<file path="src/rtl/im_loader_pkg.sv">
// Shared types and defaults for the instruction-memory loader.
// Build option: define CHECKSUM_EN to add the trailing checksum stage.
package im_loader_pkg;

    localparam int IM_AW_DEF = 12;
    localparam int IM_DEPTH  = 1 << IM_AW_DEF;
    localparam int CNT_W_DEF = 13;

    typedef enum logic [2:0] {
        IDLE  = 3'd0,
        RECV  = 3'd1,
        WRITE = 3'd2,
`ifdef CHECKSUM_EN
        CHECK = 3'd3,
`endif
        DONE  = 3'd4
    } state_t;

endpackage

</file>
<file path="src/rtl/im_loader_byte_packer.sv">
// Packs an accepted byte stream into big-endian 32-bit words.
// word/word_valid are combinational so the 4th byte is usable in its own cycle.
module im_byte_packer (
    input  logic        clk,
    input  logic        reset,
    input  logic        clear,
    input  logic        take,
    input  logic [7:0]  din,
    output logic [31:0] word,
    output logic        word_valid
);

    logic [1:0]  cnt;
    logic [23:0] shreg;

    always_ff @(posedge clk or posedge reset) begin
        if (reset) begin
            cnt   <= 2'd0;
            shreg <= 24'd0;
        end else if (clear) begin
            cnt   <= 2'd0;
            shreg <= 24'd0;
        end else if (take) begin
            cnt   <= cnt + 2'd1;
            shreg <= {shreg[15:0], din};
        end
    end

    // Only the three oldest bytes need storing; the 4th is live on din.
    assign word       = {shreg, din};
    assign word_valid = take & (cnt == 2'd3);

endmodule

</file>
<file path="src/rtl/im_loader.sv">
// Byte-stream loader that writes packed words into instruction memory.
// Build option: CHECKSUM_EN appends a 4-byte expected-sum trailer and err flag.
module im_loader
    import im_loader_pkg::*;
#(
    parameter int IM_AW = IM_AW_DEF,
    parameter int CNT_W = CNT_W_DEF
) (
    input  logic             clk,
    input  logic             reset,
    input  logic             start,
    input  logic [31:0]      base_addr,
    input  logic [CNT_W-1:0] word_count,
    input  logic             in_valid,
    input  logic [7:0]       in_data,
    output logic             in_ready,
    output logic             im_we,
    output logic [31:0]      im_waddr,
    output logic [31:0]      im_wdata,
    output logic             busy,
    output logic             done,
    output logic             err
);

    state_t state;
    state_t nxt;

    logic [IM_AW-1:0] word_idx;
    logic [CNT_W-1:0] remaining;
    logic             accept;
    logic             take;
    logic [31:0]      pk_word;
    logic             pk_valid;
    logic             unused_base;

    assign unused_base = ^{base_addr[31:IM_AW+2], base_addr[1:0]};

    assign accept = start & ((state == IDLE) | (state == DONE));
    assign take   = in_valid & in_ready;

    im_byte_packer u_packer (
        .clk        (clk),
        .reset      (reset),
        .clear      (accept),
        .take       (take),
        .din        (in_data),
        .word       (pk_word),
        .word_valid (pk_valid)
    );

    always_ff @(posedge clk or posedge reset) begin
        if (reset) begin
            state <= IDLE;
        end else begin
            state <= nxt;
        end
    end

    always_comb begin
        nxt      = state;
        in_ready = 1'b0;
        im_we    = 1'b0;
        busy     = 1'b0;
        done     = 1'b0;
        unique case (state)
            IDLE: begin
                if (start) begin
                    nxt = (word_count == '0) ? DONE : RECV;
                end
            end
            RECV: begin
                in_ready = 1'b1;
                busy     = 1'b1;
                if (pk_valid) begin
                    nxt = WRITE;
                end
            end
            WRITE: begin
                im_we = 1'b1;
                busy  = 1'b1;
                if (remaining == CNT_W'(1)) begin
`ifdef CHECKSUM_EN
                    nxt = CHECK;
`else
                    nxt = DONE;
`endif
                end else begin
                    nxt = RECV;
                end
            end
`ifdef CHECKSUM_EN
            CHECK: begin
                in_ready = 1'b1;
                busy     = 1'b1;
                if (pk_valid) begin
                    nxt = DONE;
                end
            end
`endif
            DONE: begin
                done = 1'b1;
                if (start) begin
                    nxt = (word_count == '0) ? DONE : RECV;
                end
            end
            default: begin
                nxt = IDLE;
            end
        endcase
    end

    // Address and data are captured with the 4th byte so they are
    // stable for the whole WRITE cycle and hold afterwards.
    always_ff @(posedge clk or posedge reset) begin
        if (reset) begin
            word_idx  <= '0;
            remaining <= '0;
            im_waddr  <= 32'd0;
            im_wdata  <= 32'd0;
        end else begin
            if (accept) begin
                word_idx  <= base_addr[IM_AW+1:2];
                remaining <= word_count;
            end
            if ((state == RECV) && pk_valid) begin
                im_waddr <= {{(30-IM_AW){1'b0}}, word_idx, 2'b00};
                im_wdata <= pk_word;
            end
            if (state == WRITE) begin
                word_idx  <= word_idx + 1'b1;
                remaining <= remaining - 1'b1;
            end
        end
    end

`ifdef CHECKSUM_EN
    logic [31:0] sum;

    always_ff @(posedge clk or posedge reset) begin
        if (reset) begin
            sum <= 32'd0;
            err <= 1'b0;
        end else begin
            if (accept) begin
                sum <= 32'd0;
                err <= 1'b0;
            end else if (state == WRITE) begin
                sum <= sum + im_wdata;
            end else if ((state == CHECK) && pk_valid) begin
                err <= (sum != pk_word);
            end
        end
    end
`else
    assign err = 1'b0;
`endif

endmodule

</file>
<file path="config.mk">
export PLATFORM = sky130hd
export DESIGN_NAME = im_loader
export DESIGN_NICKNAME = d
export VERILOG_FILES = /design/src/rtl/im_loader_pkg.sv /design/src/rtl/im_loader_byte_packer.sv /design/src/rtl/im_loader.sv
export SDC_FILE = /design/constraint.sdc
export NUM_CORES = 1
export LEC_CHECK = 0
export BUFFER_PORTS_ARGS = -buffer_cell sky130_fd_sc_hd__buf_2
export CORE_MARGIN = 8
export CORE_UTILIZATION = 47
export CTS_CLUSTER_SIZE = 24
export DETAILED_ROUTE_END_ITERATION = 16
export PLACE_DENSITY = 0.76
export RECOVER_POWER = 50
export REMOVE_ABC_BUFFERS = 1
export SLEW_MARGIN = 5
export SYNTH_ARGS = -nofsm -noshare
export SYNTH_HDL_FRONTEND = slang
export SYNTH_SLANG_ARGS = --single-unit
export TNS_END_PERCENT = 10
</file>
<file path="constraint.sdc">
create_clock -name clk -period 3 [get_ports clk]
set_input_delay 0.3 -clock clk [delete_from_list [all_inputs] [get_ports clk]]
set_output_delay 0.3 -clock clk [all_outputs]
set_load 0.01 [all_outputs]
</file>
==> reports/results.tsv <==
stage	metric	value	unit
grt	antenna_found_initial	0	
setup_path	worstPathRequired	3.27	ns
clock_network	cts_setup_buffers	0	
pwr	p_per_area	933	nW/um2
grt	grt_pass1_wl	16000	um
yosys	async_flop_share	100	%
clock_network	cts_resized	0	
placement	place_congestion	0.778	
yosys	ys_top_cells_by_count	dfrtp_1 (98), nand2_1 (72), mux2_1 (38)	
placement	place_hpwl	6650	um
sta	finalClockSkew	0.0116	ns
routing	first_iter_violations	132	
yosys	synth_seq_cells	98	
die	die_y	113	um
setup_path	crit_path_max_fanout	16	
yosys	yosys_warnings	0	
pwr	leakage	2.42	nW
routing	via_per_inst	5.25	
yosys	avgSynthCellArea	11.1	um2
die	die-width	113	um
pwr	irDropWorstVdd	0.338	mV
setup_path	crit_slowest_cell	or3b_1	
sta	period_needed	2.12	ns
sta	tightest_slew	1.86	ns
yosys	ys_types	56	
placement	portBuffers	84	
setup_path	end_kind	flop	
die	io_pins	126	
clock_network	cts_tree	yes	
finish	final_util	54.7	%
run_status	violations	capacitance limit, slew limit	
setup_path	cp_top_family	simple AND/OR/NAND/NOR gates	
grt	grt_util_all_layers	15.3	%
sta	slew-limit-headroom	-24.8	%
clock_network	cts_htree_levels	3	
yosys	yosysSeqAreaShare	55.1	%
run	maxCapViolations	1	
worst_hold_path	hold_class	in2reg	
setup_path	crit_path_start_kind	flop	
routing	first_pass_iters	4	
setup_path	slowest_delay	0.61	ns
yosys	synth_top_area_share	55.1	%
die	rows	35	
clock_network	clk_latency	0.35	ns
yosys	syn_inst	403	
routing	via_count	3216	
sta	hold_violations	0	
yosys	synth-main-ff-cell	dfrtp_1	
clock_network	cts_sinks	98	
run_status	status	complete, but fails checks	
finish	diodes	0	
yosys	synthTopCellsByArea	dfrtp_1 (55%), mux2_1 (9.6%), nand2_1 (6.1%)	
clock_network	cts-buffers-inserted	9	
grt	gr-total-overflow	0	
routing	post-route-drc-count	0	
grt	grt_max_degree	59	
die	core	9240	um2
finish	multi_input_area	1780	um2
sta	maxClockFrequency	471	MHz
yosys	yosys.area.top_type	dfrtp_1	
sta	finalCritPeriodShare	70.8	%
routing	wl_per_cell	15.6	um
setup_path	worst-path-buf-inv	1	
yosys	synth_most_common_cell	dfrtp_1	
finish	area_growth	13.5	%
sta	report.final.slew_viol_count	41	
sta	setup_violations	0	
finish	drive_gt1_share	20.9	%
finish	fillers	830	
clock_network	cts.hold.buffers_added	0	
clock_network	cts_root_buffer	clkbuf_8	
die	fp.dieArea	12800	um2
grt	grt_pass1_vias	3317	
setup_path	crit_arrival	2.39	ns
sta	rsz0062_at_grt	no	
die	initial_core_util	48.2	%
sta	holdWs	0.164	ns
setup_path	crit_type	reg2reg	
clock_network	ctsLongestPathBuffers	2	
yosys	netlist_area	4450	um2
finish	regArea	2450	um2
clock_network	cts.clk_slew.worst_paths	0.10	ns
setup_path	cp_cell_sequence	or3b_1 > inv_6 > and4_1 > a211oi_1 > a311oi_2	
routing	wirelength	9560	um
finish	nNetsFinal	539	
routing	ant_nets	0	
yosys	synth_edf_count	0	
[where the power goes]
| part | switching (mW) | internal [mW] |
|---|---|---|
| clock | 0.487 | 0.342 |
| sequential | 0.433 | 1.91 |
| combinational | 0.870 | 0.681 |
[cells in the final DEF (no fill, tap or decap), types with 2 or more instances in the layout]
cell type / synthesis / final
clkbuf_8: 0 / 10
nand4_1: 4 / 4
o22ai_1: 2 / 2
and4_1: 3 / 3
and3_1: 5 / 5
a211oi_1: 6 / 6
a21oi_1: 32 / 32
nor2_1: 17 / 17
a221o_1: 2 / 2
inv_6: 1 / 2
conb_1: 1 / 21
o311ai_1: 2 / 2
dfrtp_1: 98 / 98
inv_8: 0 / 2
buf_2: 5 / 60
clkinv_4: 0 / 2
nor3_1: 7 / 7
o211ai_1: 8 / 8
nand3_1: 4 / 4
a31o_2: 2 / 2
nand2_1: 72 / 72
nor3b_2: 1 / 2
or3_1: 2 / 2
mux2_2: 6 / 6
nor4_1: 4 / 4
inv_1: 6 / 5
clkbuf_1: 14 / 24
a311oi_1: 4 / 4
buf_4: 24 / 3
mux2_1: 38 / 38
ha_1: 4 / 4
[tightest hold or removal path, stage by stage]
cell and delay [ns]:
buf_2 0.08, a22oi_1 0.05, nand2_1 0.06
[area by class of cell]
cell class	count	area share, %
repair buffers	88	8.56
clock buffers	10	2.72
flip-flops and latches	98	48.5
inverters	7	0.644
clock inverters	6	1.11
well taps	129	3.19
multi-input cells	274	35.2
[cells by family (layout without fill, tap and decap cells)]
family | count (synthesis) | after routing | share of synthesized area (%)
AOI/OAI and AO/OA | 72 | 72 | 11.2
other | 1 | 21 | 0.0842
adders and majority gates | 4 | 4 | 1.12
xor gates and xnor gates | 1 | 1 | 0.197
DFF | 98 | 98 | 55.1
buffers and inverters | 51 | 111 | 6.74
and+or+nand+nor | 132 | 132 | 14.5
muxes | 44 | 44 | 11.1
[routing by layer]
layer	share of wire [%]	GRT usage, %	vias to the layer above
li1	-	-	1537
met1	43	18.6	1579
met2	51	26.0	88
met3	4.8	3.19	12
met4	1.3	5.77	0
met5	0	0	-
[stage by stage]
step | total power, mW | instances | area [um2] | TNS [ns] | setup WS (ns)
final | 4.72 | 612 | 5050 | 0 | 0.876
after global routing | 5.09 | 612 | 5050 | 0 | 0.724
after CTS | 4.82 | 612 | 5080 | 0 | 0.861
after detailed placement | 3.99 | 596 | 4890 | 0 | 0.890
after global placement | 3.87 | 596 | 4890 | 0 | 0.952
after floorplan | 3.32 | 379 | 4260 | -18.41 | -0.871
[path summary, 6_finish.rpt]
| path | cells after the start | slack, ns | end | startpoint |
|---|---|---|---|---|
| setup reg to reg | 5 | 0.88 | word_idx[9] | state[0] |
| hold reg to reg | 1 | 0.49 | im_wdata[25] | u_packer.shreg[17] |
| max in group asynchronous | 3 | 1.63 | u_packer.shreg[18] | reset |
| min in group asynchronous | 2 | 0.40 | word_idx[9] | reset |
| hold / removal | 3 | 0.16 | word_idx[1] | base_addr[3] |
| setup / recovery | 5 | 0.88 | word_idx[9] | state[0] |
[registers in the layout (all words and copies together), names as in the netlist]
| register | cells |
|---|---|
| im_waddr | 12 |
| im_wdata | 32 |
| remaining | 13 |
| state | 3 |
| u_packer.cnt | 2 |
| u_packer.shreg | 24 |
| word_idx | 12 |
No activity file was read; power rests on OpenSTA's default activity.
